==> src/rtl/entropy_reader.sv <==
// Entropy reader: decimates the random generator byte stream, discards a warm-up run,
// applies a repetition-count health test and buffers accepted bytes for a valid/ack reader.
module entropy_reader #(
  parameter int DEPTH      = 16,
  parameter int SAMPLE_DIV = 8,
  parameter int WARMUP     = 32,
  parameter int REP_LIMIT  = 4
) (
  input  logic                     i_clk,
  input  logic                     i_reset,
  input  logic                     i_enable,
  input  logic [7:0]               i_data,
  input  logic                     i_rd_ack,
  input  logic                     i_fault_clr,
  output logic [7:0]               o_rd_data,
  output logic                     o_rd_valid,
  output logic [$clog2(DEPTH):0]   o_count,
  output logic                     o_full,
  output logic                     o_fault,
  output logic [1:0]               o_state
);

  localparam int AW = $clog2(DEPTH);
  localparam int CW = AW + 1;
  localparam int DW = $clog2(SAMPLE_DIV);
  localparam int WW = $clog2(WARMUP + 1);
  localparam int RW = $clog2(REP_LIMIT + 1);

  typedef enum logic [1:0] {
    IDLE    = 2'd0,
    WARM    = 2'd1,
    COLLECT = 2'd2,
    FAULT   = 2'd3
  } state_t;

  state_t          state;
  state_t          state_next;
  logic [DW-1:0]   div;
  logic [WW-1:0]   warm_cnt;
  logic [RW-1:0]   rep;
  logic [7:0]      prev;
  logic [7:0]      mem [DEPTH];
  logic [AW-1:0]   wr_ptr;
  logic [AW-1:0]   rd_ptr;
  logic [CW-1:0]   count;
  logic [7:0]      rd_data;
  logic            rd_valid;
  logic            full;
  logic            fault;

  logic            running;
  logic            strobe;
  logic [RW-1:0]   rep_next;
  logic            trip;
  logic            warm_done;
  logic            pop;
  logic            push;
  logic            restart;
  logic [CW-1:0]   count_next;
  logic [CW-1:0]   head_left;
  logic [AW-1:0]   head_idx;

  // State register
  always_ff @(posedge i_clk) begin
    if (i_reset) begin
      state <= IDLE;
    end else begin
      state <= state_next;
    end
  end

  // Next-state logic; a health-test trip outranks disable and warm-up completion
  always_comb begin
    state_next = state;
    case (state)
      IDLE: begin
        if (i_enable) state_next = WARM;
        else          state_next = IDLE;
      end
      WARM: begin
        if (trip)           state_next = FAULT;
        else if (!i_enable) state_next = IDLE;
        else if (warm_done) state_next = COLLECT;
        else                state_next = WARM;
      end
      COLLECT: begin
        if (trip)           state_next = FAULT;
        else if (!i_enable) state_next = IDLE;
        else                state_next = COLLECT;
      end
      FAULT: begin
        if (i_fault_clr) state_next = i_enable ? WARM : IDLE;
        else             state_next = FAULT;
      end
      default: state_next = IDLE;
    endcase
  end

  // Control decode: sample strobe, health test and FIFO push/pop qualifiers
  always_comb begin
    running   = (state == WARM) || (state == COLLECT);
    strobe    = running && (div == DW'(SAMPLE_DIV - 1));
    if (i_data == prev) rep_next = rep + RW'(1);
    else                rep_next = RW'(1);
    trip      = strobe && (rep_next >= RW'(REP_LIMIT));
    warm_done = strobe && (warm_cnt == WW'(WARMUP - 1));
    pop       = i_rd_ack && rd_valid && (state != FAULT);
    push      = strobe && (state == COLLECT) && !trip && ((count != CW'(DEPTH)) || pop);
    restart   = (state_next == WARM) && !running;
    case ({push, pop})
      2'b10:   count_next = count + CW'(1);
      2'b01:   count_next = count - CW'(1);
      default: count_next = count;
    endcase
    // Bytes already stored before this edge become visible; a fresh push shows up one edge later
    head_left = count - CW'(pop);
    head_idx  = rd_ptr + AW'(pop);
  end

  // Sampling datapath: divider, warm-up counter and repetition tracking
  always_ff @(posedge i_clk) begin
    if (i_reset) begin
      div      <= '0;
      warm_cnt <= '0;
      rep      <= '0;
      prev     <= 8'h00;
    end else begin
      if (running && ((state_next == WARM) || (state_next == COLLECT))) begin
        div <= strobe ? '0 : div + DW'(1);
      end else begin
        div <= '0;
      end
      if (strobe) begin
        prev <= i_data;
        rep  <= rep_next;
        if (state == WARM) warm_cnt <= warm_cnt + WW'(1);
      end else if (restart) begin
        warm_cnt <= '0;
        rep      <= '0;
      end
    end
  end

  // FIFO storage
  always_ff @(posedge i_clk) begin
    if (push) mem[wr_ptr] <= i_data;
  end

  // FIFO pointers, occupancy and registered read/status outputs
  always_ff @(posedge i_clk) begin
    if (i_reset) begin
      wr_ptr   <= '0;
      rd_ptr   <= '0;
      count    <= '0;
      rd_data  <= 8'h00;
      rd_valid <= 1'b0;
      full     <= 1'b0;
      fault    <= 1'b0;
    end else begin
      fault <= (state_next == FAULT);
      if (trip) begin
        wr_ptr   <= '0;
        rd_ptr   <= '0;
        count    <= '0;
        rd_data  <= 8'h00;
        rd_valid <= 1'b0;
        full     <= 1'b0;
      end else begin
        if (push) wr_ptr <= wr_ptr + AW'(1);
        if (pop)  rd_ptr <= rd_ptr + AW'(1);
        count    <= count_next;
        full     <= (count_next == CW'(DEPTH));
        rd_valid <= (head_left != '0);
        rd_data  <= (head_left != '0) ? mem[head_idx] : 8'h00;
      end
    end
  end

  assign o_rd_data  = rd_data;
  assign o_rd_valid = rd_valid;
  assign o_count    = count;
  assign o_full     = full;
  assign o_fault    = fault;
  assign o_state    = state;

endmodule

==> config.mk <==
export PLATFORM = sky130hd
export DESIGN_NAME = entropy_reader
export DESIGN_NICKNAME = d
export VERILOG_FILES = /design/src/rtl/entropy_reader.sv
export SDC_FILE = /design/constraint.sdc
export NUM_CORES = 1
export LEC_CHECK = 0
export BUFFER_PORTS_ARGS = -buffer_cell sky130_fd_sc_hd__buf_2
export CAP_MARGIN = 5
export CORE_ASPECT_RATIO = 0.8
export CORE_MARGIN = 2
export CORE_UTILIZATION = 59
export DETAILED_ROUTE_END_ITERATION = 8
export PLACE_DENSITY_LB_ADDON = 0.08
export SLEW_MARGIN = 30
export SYNTH_ARGS = -nofsm -noshare
export SYNTH_HDL_FRONTEND = slang
export SYNTH_SLANG_ARGS = --single-unit
==> constraint.sdc <==
create_clock -name i_clk -period 5 [get_ports i_clk]
set_clock_uncertainty 0.1 [all_clocks]
set_input_delay 0 -clock i_clk [delete_from_list [all_inputs] [get_ports i_clk]]
set_output_delay 0 -clock i_clk [all_outputs]
set_load 0.02 [all_outputs]
==> Yosys cells after proc, flatten, opt, wreduce, memory -nomap -nowiden <==
Memories as Yosys holds them, arrays and structs flattened. A register that Yosys moved wholly into a read port is not among the register bits.
Index checks and enable logic that the tools add are counted.
{ "op_classes": {"n_mux": 17, "eq_ne": 15, "n_div": 0, "shift": 0, "mul": 0, "add_sub_neg": 9, "n_bitwise": 2, "n_reduce_logical": 22, "magnitude_cmp": 1} }
{ "ops": {"columns": ["operator", "count"], "rows": [
  ["$mux W6", 3],
  ["$mux W2", 6],
  ["$eq A2 B2 Y1 const B", 5],
  ["$logic_and A1 B1 Y1", 10],
  ["$pmux W5 S2", 1],
  ["$mux W3", 3],
  ["$add A4 B1 Y4 const B", 2],
  ["$eq A8 B8 Y1", 1],
  ["$pmux W2 S4", 1],
  ["$add A3 B1 Y3 const B", 2],
  ["$add A6 B1 Y6 const B", 1],
  ["$eq A2 B1 Y1 const B", 3],
  ["$eq A6 B5 Y1 const B", 1],
  ["$reduce_or A3 Y1", 2],
  ["$add A5 B1 Y5 const B", 1],
  ["$eq A5 B5 Y1 const B", 1],
  ["$ne A5 B5 Y1 const B", 1],
  ["$reduce_bool A5 Y1", 1],
  ["$sub A5 B1 Y5", 1],
  ["$sub A5 B1 Y5 const B", 1],
  ["$add A4 B1 Y4", 1],
  ["$eq A3 B3 Y1 const B", 1],
  ["$ge A3 B3 Y1 const B", 1],
  ["$logic_or A1 B1 Y1", 3],
  ["other kinds (9)", 13]
]} }
{ "word_totals": {"latch_bits": 0, "wordCells": 78, "mem_bits_ro": 0, "n_memories": 1, "output_inout_bits": 18, "inputBits": 13, "ram_bits": 128, "ff_bits": 38} }
{ "mem_list": {"columns": ["name", "words", "word_bits", "rd", "rd_ports_with_merged_regs", "write_ports", "line_no", "text"], "rows": [
  ["mem", 16, 8, 1, 1, 1, "42", "logic [7:0] mem [DEPTH];"]
]} }

==> Logic depth before layout (Yosys ltp) <==
Gate-level depths: netlist (run 1).
{ "logic_depth": {"word_depth": 13, "mapped_depth": 13, "depth_no_buf": 13} }

==> Least setup slack after synthesis (run 1) <==
Ideal clock, no wire load.
{ "synth_timing": {"path_kind": "register to register", "start": "reg state[1] (netlist: o_state[1])", "end": "reg rd_data[4] (netlist: o_rd_data[4]) (read register of mem)", "setup_ns": 0.115, "arrival_ns": 2.815, "stages_incl_launch_ff": 11, "n_path_buf": 2, "path_slack_ns": 1.970, "period_less_slack_ns": 3.030, "required_time_ns": 4.785, "cell_sequence": "dfxtp_1 > ha_1 > nand3b_1 > clkinv_1 > ha_1 > clkbuf_1 > buf_2 > mux4_2 > nand2_1 > nand3_1 > and3_1"} }
{ "synth_via": {"elab_chain_len": 6, "elab_cells_between_ends": 12, "classes_between": "add/sub: 2; eq/ne: 3; bitwise: 1; reduce/logical: 6"} }
{ "synth_lines": {"columns": ["element", "line_no", "text"], "rows": [
  ["from (decl)", "36", "state_t state;"],
  ["from (signal assigned)", "68", "state <= state_next;"],
  ["$ne A2 B2 Y1 *", "107", "pop = i_rd_ack && rd_valid && (state != FAULT);"],
  ["$logic_and A1 B1 Y1 *", "107", null],
  ["net pop", "56", "logic pop;"],
  ["$sub A5 B1 Y5", "116", "head_left = count - CW'(pop);"],
  ["$reduce_bool A5 Y1", "174", "rd_data <= (head_left != '0) ? mem[head_idx] : 8'h00;"],
  ["$not A1 Y1 (no source line)", null, null],
  ["$reduce_or A3 Y1 (no source line)", null, null],
  ["to (decl)", "46", "logic [7:0] rd_data;"]
]} }
The timed path passes the listed nets; every way through them passes the cells marked *.
A chain may end at the register's enable or synchronous reset.

==> Final worst setup path (run 1) <==
{ "layout_timing": {"start": "reg state[0] (netlist: o_state[0])", "end": "reg rd_data[4] (netlist: o_rd_data[4]) (read register of mem)"} }
Same word-level chain as after synthesis.

==> metrics.yaml, run 1 <==
clocking:
  clockBufferDepth: 2
  cts.htree.levels: 4
  cts_buffers: 17
  cts-root-buf: "clkbuf_16"
  cts.sinks: 174
  cts.repair.resized: 0
  cts_tree: "yes"
  clk_pin_slew_ps: 60
  clk_latency_ps: 430
layout:
  stdcell_area_mm2: 0.00826
  multi_input_area_mm2: 0.00233
  final_cell_mix: "edfxtp_1, nand2_1, dfxtp_1"
  final_common_cell: "edfxtp_1"
  drive_gt1_frac: 0.203
  final-seq-area_mm2: 0.00476
  areaGrowthSynthToFinish_pct: 14.9
  nNetsFinal: 573
  antenna_cells: 0
  nFillCells: 840
floorplanning:
  die_area_mm2: 0.0131
  start_util: 0.598
  core_mm2: 0.0120
  chipHeight_um: 103
  die_w_um: 127
  fp-row-count: 36
  ioPinCount: 31
setup_path:
  cp_data_arrival_time_ps: 3850
  critPathRequiredTime_ps: 5220
  reg2reg_depth: 9
  cp_max_fo: 19
  rrSetupSlack_ps: 1370
  reg2reg_to: "o_rd_data[4]"
  crit_path_start: "o_state[0]"
  r2r-start: "o_state[0]"
  crit_path_end: "o_rd_data[4]"
  worstSetupPathType: "flip-flop to flip-flop"
  worstSetupStartpointType: "flip-flop"
  worst_setup_path_end_kind: "flip-flop"
timing:
  hold_violations: 0
  fin_ws_ps: 1370
  slew_headroom: 0.383
  holdWs_ps: 26.3
  max_freq_mhz: 275
  maxSlewViolCount: 0
  worst_pin_slew_ps: 922
  setup_viol: 0
  grt_setup_unrepaired: "false"
  min_period_over_period: 0.727
  finalSetupTns_ps: 0
  post-route-min-period_ps: 3630
synthesis:
  synth_seq_area_share: 0.662
  synth-seq-cells: 174
  synthesis.area_mm2: 0.00719
  synth_nets: 522
  avgSynthCellArea_um2: 14.8
  yosysWarnings: 0
  syn_inst: 487
  synth.distinct_cells: 41
global_routing:
  grt_pass1_wl_um: 22200
  antenna_found_initial: 0
  grt_pass1_vias: 4019
  grt_max_degree: 33
  track_usage: 0.237
  overflow: 0
place:
  place_area_mm2: 0.00753
  dp_hpwl_um: 9180
  gp_congestion: 0.786
  pre_cts_ws_ps: 1350
  io_buffer_count: 30
detailed_routing:
  drtIter0Drc: 283
  drc: 0
  vias: 4145
  ant_nets: 0
  detail_route.wl_per_cell_um: 20.3
  via_per_inst: 5.90
  routed_wl_um: 14300
  drtPass1Iterations: 4
min_path:
  hold_class: "input port to flip-flop"
  worstHoldStart: "i_fault_clr"
power_and_ir_drop:
  finalPower_mw: 3.39
  p_leak_nw: 2.96
  ir_drop_mv: 0.317
  power.density_mw_per_mm2: 410
run_status:
  status: "finished clean"
job:
  drv_cap: 0
-- layer usage --
layer | routed length [um] | track usage
met5 | 0 | 0
met4 | 150 | 0.0727
met3 | 743 | 0.0633
met2 | 6890 | 0.370
met1 | 6520 | 0.332
-- synth_stat cells --
master,n,area (um2)
nor3_1,5,25.0
xor2_1,19,166
clkinv_1,1,3.75
and3_1,10,62.6
edfxtp_1,128,3840
nor4_2,2,25.0
nor4_1,4,25.0
fa_1,1,20.0
a311oi_2,1,15.0
a21oi_1,23,115
nand2b_1,7,43.8
mux4_2,32,721
and2_2,2,15.0
a31oi_1,1,6.26
nor2b_1,4,25.0
a2bb2oi_1,1,8.76
buf_2,3,15.0
dfxtp_1,46,921
o21ai_0,2,10.0
nand2_1,71,267
mux2i_4,1,22.5
a211o_1,1,8.76
or3_1,1,6.26
clkbuf_8,1,13.8
xnor2_1,6,52.6
nand4_1,4,25.0
mux2i_1,4,40.0
nor3b_1,1,7.51
inv_1,6,22.5
o2111ai_1,1,8.76
buf_1,3,11.3
nor3b_2,1,12.5
a21o_1,3,22.5
nand3_1,15,75.1
and2_1,2,12.5
nor2_1,29,109
nand3b_1,9,67.6
ha_1,21,263
nor4b_1,3,26.3
clkbuf_1,11,41.3
a31oi_2,1,12.5
-- worst min path at each step --
stage | cells after the start | slack [ps] | end
finish | 5 | 30 | o_state[1]
global route | 5 | 70 | o_state[1]
CTS | 5 | 10 | o_state[1]
detailed placement | 2 | 300 | rep[0]
global placement | 2 | 280 | o_state[1]
floorplan | 0 | -1 | mem[0][0]
-- power breakdown --
group	switching, mW	total, mW	internal (mW)
registers	0.0174	1.59	1.57
clock network	0.525	1.38	0.858
logic	0.222	0.418	0.196
-- metrics by stage --
step,utilization,cells
after global routing,0.687,703
after floorplan,-,487
after global placement,0.626,660
final,0.687,703
after CTS,0.687,703
after detailed placement,0.626,660
-- state kept, by name, indices dropped and copies added, names as in the netlist, 2 cells and up --
register,flops
warm_cnt,6
mem,128
o_state,2
wr_ptr,4
prev,8
div,3
o_rd_data,8
rd_ptr,4
rep,3
o_count,5
-- timing repair --
| action | in CTS | in global routing |
|---|---|---|
| endpoints found under the hold margin | 146 | 0 |
| buffers inserted | 0 | 0 |
| hold buffers | 11 | 0 |
-- kinds of logic (layout without fill, tap and decap cells) --
| family | count (synthesis) | count (layout) | synth area share |
|---|---|---|---|
| compound gates | 34 | 34 | 0.0289 |
| flops | 174 | 174 | 0.662 |
| fa+ha+maj | 22 | 22 | 0.0393 |
| buf+inv | 25 | 89 | 0.0150 |
| simple gates | 170 | 170 | 0.115 |
| xor+xnor | 25 | 25 | 0.0304 |
| mux | 37 | 37 | 0.109 |
-- final cells by class --
type | instances | share of cell area
Sequential cell | 174 | 0.577
Multi-Input combinational cell | 288 | 0.282
Clock buffer | 20 | 0.0553
Timing Repair Buffer | 50 | 0.0397
Tap cell | 152 | 0.0230
Clock inverter | 12 | 0.0201
Inverter | 7 | 0.00318
-- worst max-delay path: stages, from the launching register on --
cell and delay, ps:
dfxtp_1 380, ha_1 220, nand3b_1 230, clkinv_1 340, ha_2 920, buf_4 330, mux4_2 540, nand2_1 90
nand3b_1 140, and3_1 200
Power figures use the tool's default switching activity.
==> inputs of run 2 (changes only) <==
==> constraint.sdc (replaced) <==
create_clock -name i_clk -period 3.38 [get_ports i_clk]
set_clock_uncertainty 0.1 [all_clocks]
set_input_delay 0 -clock i_clk [delete_from_list [all_inputs] [get_ports i_clk]]
set_output_delay 0 -clock i_clk [all_outputs]
set_load 0.02 [all_outputs]
==> metrics.yaml, run 2 (synthesis results as in run 1) <==
run_status:
  status: "finished clean"  # unchanged
global_routing:
  grt_max_degree: 33  # unchanged
  grt_pass1_vias: 4171  # was 4,019
  overflow: 0  # unchanged
  grt_pass1_wl_um: 22600  # was 22,200 um
  antenna_found_initial: 0  # unchanged
  track_usage: 0.241  # was 0.237
detailed_routing:
  via_per_inst: 5.72  # was 5.90
  drtPass1Iterations: 5  # was 4
  wl_met2_um: 7070  # was 6890 um
  wl_met1_um: 6500  # was 6520 um
  ant_nets: 0  # unchanged
  routed_wl_um: 14700  # was 14,300 um
  vias: 4150  # was 4,145
  drtIter0Drc: 314  # was 283
  drc: 0  # unchanged
  detail_route.wl_per_cell_um: 20.2  # was 20.3 um
  top_layer_used: "met4"  # unchanged
  wl_met3_um: 1050  # was 743 um
layout:
  final_cell_mix: "edfxtp_1, nand2_1, dfxtp_1"  # unchanged
  final_core_util: 0.702  # was 0.687
  nNetsFinal: 596  # was 573
  areaGrowthSynthToFinish_pct: 17.4  # was 14.9%
  stdcell_area_mm2: 0.00845  # was 0.00826 mm2
  largest_reg_flops: 128  # unchanged
  final_common_cell: "edfxtp_1"  # unchanged
  regMostFlops: "mem"  # unchanged
  antenna_cells: 0  # unchanged
  drive_gt1_frac: 0.233  # was 0.203
power_and_ir_drop:
  ir_drop_mv: 0.388  # was 0.317 mV
  p_sw_mw: 1.13  # was 764 uW
  p_int_mw: 3.82  # was 2.63 mW
  power.density_mw_per_mm2: 586  # was 410 mW/mm2
  p_seq_frac: 0.474  # was 0.469
  p_leak_nw: 3.06  # was 2.96 nW
  comb_power_share: 0.131  # was 0.123
  clock_power_share: 0.394  # was 0.408
  switching_share: 0.228  # was 0.225
timing:
  slew_headroom: 0.593  # was 0.383
  holdWs_ps: 9.27  # was 26.3 ps
  hold_violations: 0  # unchanged
  finalSetupTns_ps: 0  # unchanged
  post-route-min-period_ps: 3080  # was 3630 ps
  min_period_over_period: 0.911  # was 0.727
  grt_setup_unrepaired: "false"  # unchanged
  setup_viol: 0  # unchanged
  max_freq_mhz: 325  # was 275 MHz
  maxSlewViolCount: 0  # unchanged
  worst_pin_slew_ps: 610  # was 922 ps
floorplanning:
  start_util: 0.598  # unchanged
  fp-row-count: 36  # unchanged
  die_w_um: 127  # unchanged
  die_area_mm2: 0.0131  # unchanged
  core_mm2: 0.0120  # unchanged
  ioPinCount: 31  # unchanged
  chipHeight_um: 103  # unchanged
min_path:
  hold_end: "mem[14][5]"  # was o_state[1]
  whs_path_depth: 2  # was 5
  hold_class: "input port to flip-flop"  # unchanged
  worstHoldStart: "i_data[5]"  # was i_fault_clr
setup_path:
  r2r-start: "o_state[0]"  # unchanged
  rrSetupSlack_ps: 300  # was 1370 ps
  crit_path_max_incr_delay_ps: 410  # was 920 ps
  crit_path_start: "o_state[0]"  # unchanged
  worstSetupPathType: "flip-flop to flip-flop"  # unchanged
  reg2reg_to: "o_full"  # was o_rd_data[4]
  slowest_stage: "fa_1"  # was ha_2
  cp_max_fo: 12  # was 19
  worstSetupStartpointType: "flip-flop"  # unchanged
  worstPathCellList: "inv_1 -> ha_1 -> and2_4 -> nand2_1 -> a31oi_2 -> nor2_2 -> fa_1 -> a21o_1 -> a21oi_1 -> nor4b_2 -> a2bb2oi_1 -> xnor2_1 -> nor3b_2"  # was ha_1 -> nand3b_1 -> clkinv_1 -> ha_2 -> buf_4 -> mux4_2 -> nand2_1 -> nand3b_1 -> and3_1
  critPathRequiredTime_ps: 3620  # was 5220 ps
  worst_setup_path_end_kind: "flip-flop"  # unchanged
  reg2reg_depth: 13  # was 9
  cp_data_arrival_time_ps: 3320  # was 3850 ps
clocking:
  cts.htree.levels: 4  # unchanged
  post-cts-setup-buffer-count: 0  # unchanged
  cts.sinks: 174  # unchanged
  clk_latency_ps: 420  # was 430 ps
  clk_pin_slew_ps: 60  # about the same
  cts-root-buf: "clkbuf_16"  # unchanged
  clockBufferDepth: 2  # unchanged
  cts_tree: "yes"  # unchanged
  cts_buffers: 17  # unchanged
place:
  io_buffer_count: 30  # unchanged
  dp_hpwl_um: 9690  # was 9180 um
  gp_congestion: 0.750  # was 0.786
  place_area_mm2: 0.00772  # was 0.00753 mm2
job:
  drv_cap: 0  # unchanged
==> run 2: through the flow <==
stage	power, mW	cells	setup WS (ps)
after global routing	5.13	726	64.9
after global placement	3.03	683	407
final	4.95	726	302
after floorplan	2.84	487	350
after CTS	4.99	726	237
after detailed placement	3.04	683	264
==> run 2: repair_timing <==
item	in CTS	in global routing
hold endpoints to repair	110	0
endpoints found under the setup margin	0	2
hold buffers	11	0
gates resized for setup	0	3
==> run 2: per-layer routing <==
metal  up-vias  GRT usage
met3         4     0.0519
met1      2080      0.337
li1       1963          -
met2       103      0.384
met5         -          0
met4         0     0.0837
==> run 2: worst max-delay path by stage <==
stage,endpoint,slack (ps),depth (start not counted)
3_3_place_gp,o_full,410,13
4_1_cts,o_full,240,13
5_1_grt,o_full,60,13
2_1_floorplan,o_rd_data[4],350,10
3_5_place_dp,o_full,260,13
6_report,o_full,300,13
==> run 2: area by class of cell <==
cell class	count	area, um2
Tap cell	152	190
Fill cell	827	3580
Clock inverter	12	143
Timing Repair Buffer	73	526
Sequential cell	174	4760
Multi-Input combinational cell	288	2340
Inverter	7	26.3
Clock buffer	20	457
==> run 2: power groups by stage <==
| stage | logic, mW | registers [mW] | clock network, mW |
|---|---|---|---|
| global route | 0.708 | 2.35 | 2.07 |
| CTS | 0.662 | 2.35 | 1.98 |
| floorplan | 0.405 | 2.43 | 0 |
| global placement | 0.639 | 2.39 | 0 |
| detailed placement | 0.651 | 2.39 | 0 |
| finish | 0.650 | 2.35 | 1.95 |
==> run 2: critical path: cells and delay by family, from the launching register on <==
| family | cells | cell delay (ps) |
|---|---|---|
| flops | 1 | 370 |
| xor+xnor | 1 | 150 |
| compound gates | 4 | 820 |
| simple gates | 5 | 740 |
| fa+ha+maj | 2 | 740 |
| buf+inv | 1 | 80 |
